File: src/rtl/matmul_arbiter.sv
// Round-robin arbiter granting one requester at a time exclusive use of a shared
// matmul_array. It issues a single start pulse, waits for completion under a watchdog,
// and returns a one-cycle done pulse to the owner.
module matmul_arbiter #(
  parameter int unsigned NUM_REQ        = 4,
  parameter int unsigned TIMEOUT_CYCLES = 4096,
  parameter int unsigned IDX_W          = $clog2(NUM_REQ)
) (
  input  logic               clk,
  input  logic               rst,
  input  logic [NUM_REQ-1:0] req,
  output logic [NUM_REQ-1:0] grant,
  output logic [IDX_W-1:0]   grant_idx,
  output logic               grant_valid,
  output logic [NUM_REQ-1:0] req_done,
  output logic               mm_start,
  input  logic               mm_done,
  output logic               busy,
  output logic               timeout_err,
  input  logic               clr_err
);

  localparam int unsigned CNT_W = (TIMEOUT_CYCLES > 1) ? $clog2(TIMEOUT_CYCLES) : 1;
  localparam logic [CNT_W-1:0] CNT_MAX = CNT_W'(TIMEOUT_CYCLES - 1);

  typedef enum logic [1:0] {S_IDLE, S_START, S_WAIT, S_RESP} state_e;

  state_e             state_q, state_d;
  logic [NUM_REQ-1:0] grant_q, grant_d;
  logic [IDX_W-1:0]   grant_idx_q, grant_idx_d;
  logic               grant_valid_q, grant_valid_d;
  logic [IDX_W-1:0]   rr_ptr_q, rr_ptr_d;
  logic [CNT_W-1:0]   cnt_q, cnt_d;
  logic               timeout_err_q, timeout_err_d;
  logic               set_tmo;

  logic               win_found;
  logic [IDX_W-1:0]   win_idx;
  int unsigned        cand;

  // Round-robin search: first requester at or above rr_ptr, wrapping around.
  always_comb begin
    win_found = 1'b0;
    win_idx   = '0;
    cand      = 0;
    for (int unsigned i = 0; i < NUM_REQ; i++) begin
      cand = (32'(rr_ptr_q) + i) % NUM_REQ;
      if (!win_found && req[IDX_W'(cand)]) begin
        win_found = 1'b1;
        win_idx   = IDX_W'(cand);
      end
    end
  end

  // Next-state logic for the FSM, grant registers, pointer and watchdog.
  always_comb begin
    state_d       = state_q;
    grant_d       = grant_q;
    grant_idx_d   = grant_idx_q;
    grant_valid_d = grant_valid_q;
    rr_ptr_d      = rr_ptr_q;
    cnt_d         = cnt_q;
    set_tmo       = 1'b0;
    unique case (state_q)
      S_IDLE: begin
        if (win_found) begin
          grant_d          = '0;
          grant_d[win_idx] = 1'b1;
          grant_idx_d      = win_idx;
          grant_valid_d    = 1'b1;
          state_d          = S_START;
        end
      end
      S_START: begin
        cnt_d   = '0;
        state_d = S_WAIT;
      end
      S_WAIT: begin
        if (cnt_q != CNT_MAX) cnt_d = cnt_q + 1'b1;
        if (mm_done) begin
          state_d = S_RESP;
        end else if (cnt_q == CNT_MAX) begin
          set_tmo = 1'b1;
          state_d = S_RESP;
        end
      end
      S_RESP: begin
        grant_d       = '0;
        grant_valid_d = 1'b0;
        rr_ptr_d      = (32'(grant_idx_q) + 32'd1 >= NUM_REQ) ? '0 : grant_idx_q + 1'b1;
        state_d       = S_IDLE;
      end
      default: state_d = S_IDLE;
    endcase
  end

  // Sticky watchdog flag; a timeout in the same cycle as a clear keeps the flag set.
  always_comb begin
    timeout_err_d = timeout_err_q;
    if (clr_err) timeout_err_d = 1'b0;
    if (set_tmo) timeout_err_d = 1'b1;
  end

  // State registers with asynchronous reset.
  always_ff @(posedge clk or posedge rst) begin
    if (rst) begin
      state_q       <= S_IDLE;
      grant_q       <= '0;
      grant_idx_q   <= '0;
      grant_valid_q <= 1'b0;
      rr_ptr_q      <= '0;
      cnt_q         <= '0;
      timeout_err_q <= 1'b0;
    end else begin
      state_q       <= state_d;
      grant_q       <= grant_d;
      grant_idx_q   <= grant_idx_d;
      grant_valid_q <= grant_valid_d;
      rr_ptr_q      <= rr_ptr_d;
      cnt_q         <= cnt_d;
      timeout_err_q <= timeout_err_d;
    end
  end

  // Outputs decoded purely from registered state and grant.
  always_comb begin
    grant       = grant_q;
    grant_idx   = grant_idx_q;
    grant_valid = grant_valid_q;
    mm_start    = (state_q == S_START);
    busy        = (state_q != S_IDLE);
    req_done    = (state_q == S_RESP) ? grant_q : '0;
    timeout_err = timeout_err_q;
  end

endmodule

File: config.mk
export PLATFORM = sky130hd
export DESIGN_NAME = matmul_arbiter
export DESIGN_NICKNAME = d
export VERILOG_FILES = /design/src/rtl/matmul_arbiter.sv
export SDC_FILE = /design/constraint.sdc
export NUM_CORES = 1
export LEC_CHECK = 0
export BUFFER_PORTS_ARGS = -buffer_cell sky130_fd_sc_hd__buf_2
export CAP_MARGIN = 10
export CORE_ASPECT_RATIO = 1.2
export CORE_MARGIN = 2
export CORE_UTILIZATION = 55
export DETAILED_ROUTE_END_ITERATION = 10
export HOLD_SLACK_MARGIN = 0.08
export PLACE_DENSITY = 0.78
export SYNTH_ARGS = -nofsm -noshare
export SYNTH_HDL_FRONTEND = slang
export SYNTH_SLANG_ARGS = --single-unit
File: constraint.sdc
create_clock -name clk -period 1.9 [get_ports clk]
set_input_delay 0.38 -clock clk [delete_from_list [all_inputs] [get_ports clk]]
set_output_delay 0.38 -clock clk [all_outputs]
set_load 0.1 [all_outputs]
==> metrics.yaml <==
global_route:
  grtUsageTotal: 0.2190
  grt_pass1_wl_um: 4871
  gr-total-overflow: 0
  grt_max_degree: 25
  grt_pass1_vias: 1117
  antenna_found_initial: 0
synth:
  syn_nets: 152
  synth_adder_area_share: 0.06487
  synth_largest_area_cell: "dfrtp_1"
  synth_most_common_cell: "dfrtp_1"
  ys.flop_type: "dfrtp_1"
  ys_seq_area_frac: 0.4449
  synth_commonest_cells: "dfrtp_1, nand2_1, nor2_1, o21ai_0, inv_1"
  synth_compound_area_frac: 0.1891
  synth_top_family_by_area: "simple AND/OR/NAND/NOR gates"
  avgSynthCellArea_um2: 9.854
  yosys.area.top_type_share: 0.4449
  synth_edf_count: 0
  synth-async-reset-ratio: 1.000
  synth.top_cells.by_area: "dfrtp_1, ha_1, nand2_1"
  syn_area_um2: 1350
  synth_warnings: 0
  synthMuxAreaShare: 0.03429
  synth_seq_cells: 24
  post_synth_xor_area_fraction: 0.006487
  syn_inst: 137
  yosys.area_share.simple: 0.2298
  synth_cell_types: 39
worst_setup_path:
  reg2reg_depth: 6
  path_class: "flop to primary output"
  critPathMaxStageDelay_ns: 0.44
  crit_path_start_kind: "flop"
  crit_slowest_cell: "dfrtp_1"
  path_cells: "inv_1 -> ha_2 -> buf_4"
  required_ns: 1.52
  critPathCaptureType: "primary output"
  crit_fanout: 5
  arrival_ns: 1.45
die:
  die_w_um: 49.23
  dieArea_um2: 2868
  core_area_um2: 2306
  rows: 19
  pin_count: 22
  die_height_um: 58.27
  start_util: 0.5855
layout:
  final_cells: 197
  fillCellCount: 184
  fin_area_um2: 1673
  final_core_util: 0.7254
  final_layout_size_suffix_gt1_frac: 0.2892
  diodes: 0
  finalNetCount: 183
  area_growth_pct: 23.91
placement:
  place_congestion: 0.7847
  placed_area_um2: 1623
  io_buffers: 21
  hpwl_um: 2134
  dp_cells: 192
  place_ws_ns: 0.1022
status:
  status: "completed"
clock_tree:
  holdBufCountCts: 0
  cts.path.max_buffers: 2
  clock_sinks: 24
  cts_root_buffer: "clkbuf_4"
  cts_tree: "yes"
  htreeDepth: 1
  clkTransAtPathRegs_ns: 0.13
  clk_latency_ns: 0.30
  cts_buffers: 3
timing:
  drv_slew: 0
  setup_ws_ns: 0.07386
  tightest_slew_ns: 0.4875
  hold_violations: 0
  final.setup.tns_ns: 0
  period_minus_slack_ns: 1.826
  fin_worst_skew_ns: 0.003907
  setup_viol: 0
  slew_headroom: 0.6772
  clock.fmax_ghz: 0.5476
  hold-worst-slack_ns: 0.09059
  post-route-period-util: 0.9611
detailed_routing:
  final_antenna_net_count: 0
  drc: 0
  vias: 1170
  via_per_inst: 5.939
  drt_iter0_drc: 40
  drt_pre_antenna_iters: 4
  wl_um: 2760
  avgRoutedWirePerCell_um: 14.01
power:
  switching_share: 0.5507
  power_density_nw_per_um2: 1622
  peakVddDrop_mv: 1.377
  seq_power_share: 0.295
  p_leak_nw: 0.7738
  finalPower_mw: 2.713
  clkPwrFrac: 0.080
  comb_power_share: 0.625
  p_int_mw: 1.219
  p_switching_mw: 1.494
flow_run:
  max-cap-violations: 0
hold_path:
  hold_class: "input port to async pin"
-- worst paths after layout --
check | startpoint | endpoint | slack [ns]
min in group clk | clr_err | timeout_err | 0.26
worst min-delay path | rst | cnt_q[9] | 0.09
worst min register to register | cnt_q[11] | cnt_q[11] | 0.53
worst max register to register | cnt_q[0] | state_q[1] | 0.11
max in group asynchronous | rst | rr_ptr_q[1] | 1.58
worst max-delay path | state_q[1] | mm_start | 0.07
-- state kept, by name (all words and copies together), names as in the netlist --
name / flops
rr_ptr_q: 2
timeout_err: 1
state_q: 2
grant: 4
grant_valid: 1
grant_idx: 2
cnt_q: 12
-- routing by layer --
layer | track usage | vias to the layer above | wire, um
met5 | 0 | - | 0
met4 | 0.09388 | 0 | 23
met3 | 0.03093 | 2 | 64
met2 | 0.4015 | 25 | 1520
met1 | 0.2538 | 575 | 1152
li1 | - | 568 | -
-- cells by family (layout without fill, tap and decap cells) --
| logic type | after synthesis | in the layout |
|---|---|---|
| compound gates | 38 | 38 |
| xor+xnor | 1 | 1 |
| fa+ha+maj | 7 | 7 |
| buf+inv | 9 | 38 |
| flops | 24 | 24 |
| mux | 4 | 4 |
| simple gates | 54 | 54 |
-- repair_timing --
| action | in CTS | in global routing |
|---|---|---|
| setup endpoints to repair | 1 | 10 |
| endpoints found under the hold margin | 0 | 0 |
| pin swaps | 0 | 1 |
| resized for setup | 1 | 4 |
| buffers inserted | 0 | 2 |
-- power groups by stage --
stage / Sequential (mW) / Clock (mW) / Combinational, mW
floorplan: 1.26 / 0 / 0.861
global placement: 0.797 / 0 / 1.66
detailed placement: 0.807 / 0 / 1.69
CTS: 0.796 / 0.223 / 1.70
global route: 0.828 / 0.242 / 1.80
finish: 0.800 / 0.216 / 1.70
-- critical path, delay by kind of cell, from the launching register on --
kind | cells | cell delay (ns)
buffers and inverters | 2 | 0.45
flip-flops | 1 | 0.44
adder cells (fa/ha/maj) | 1 | 0.25
-- cell usage in the layout (no fill, tap or decap), types with 3 or more instances in the layout --
cell,count
a21oi_1,6
a31oi_1,3
and2_2,4
buf_12,5
buf_2,15
buf_4,7
clkbuf_4,3
dfrtp_1,24
ha_1,3
ha_2,3
inv_1,6
nand2_1,15
nand3_1,3
nor2_1,10
nor3_1,4
o21ai_0,10
o31ai_1,5
-- final cells by class --
cell class / instances / area (um2) / share of cell area
flip-flops and latches: 24 / 600.6 / 0.3590
inverters: 8 / 33.78 / 0.02019
clock buffers: 3 / 22.52 / 0.01346
repair buffers: 27 / 227.7 / 0.1361
multi-input cells: 104 / 749.5 / 0.4480
well taps: 31 / 38.79 / 0.02319
(Power assumes the default switching activity.)
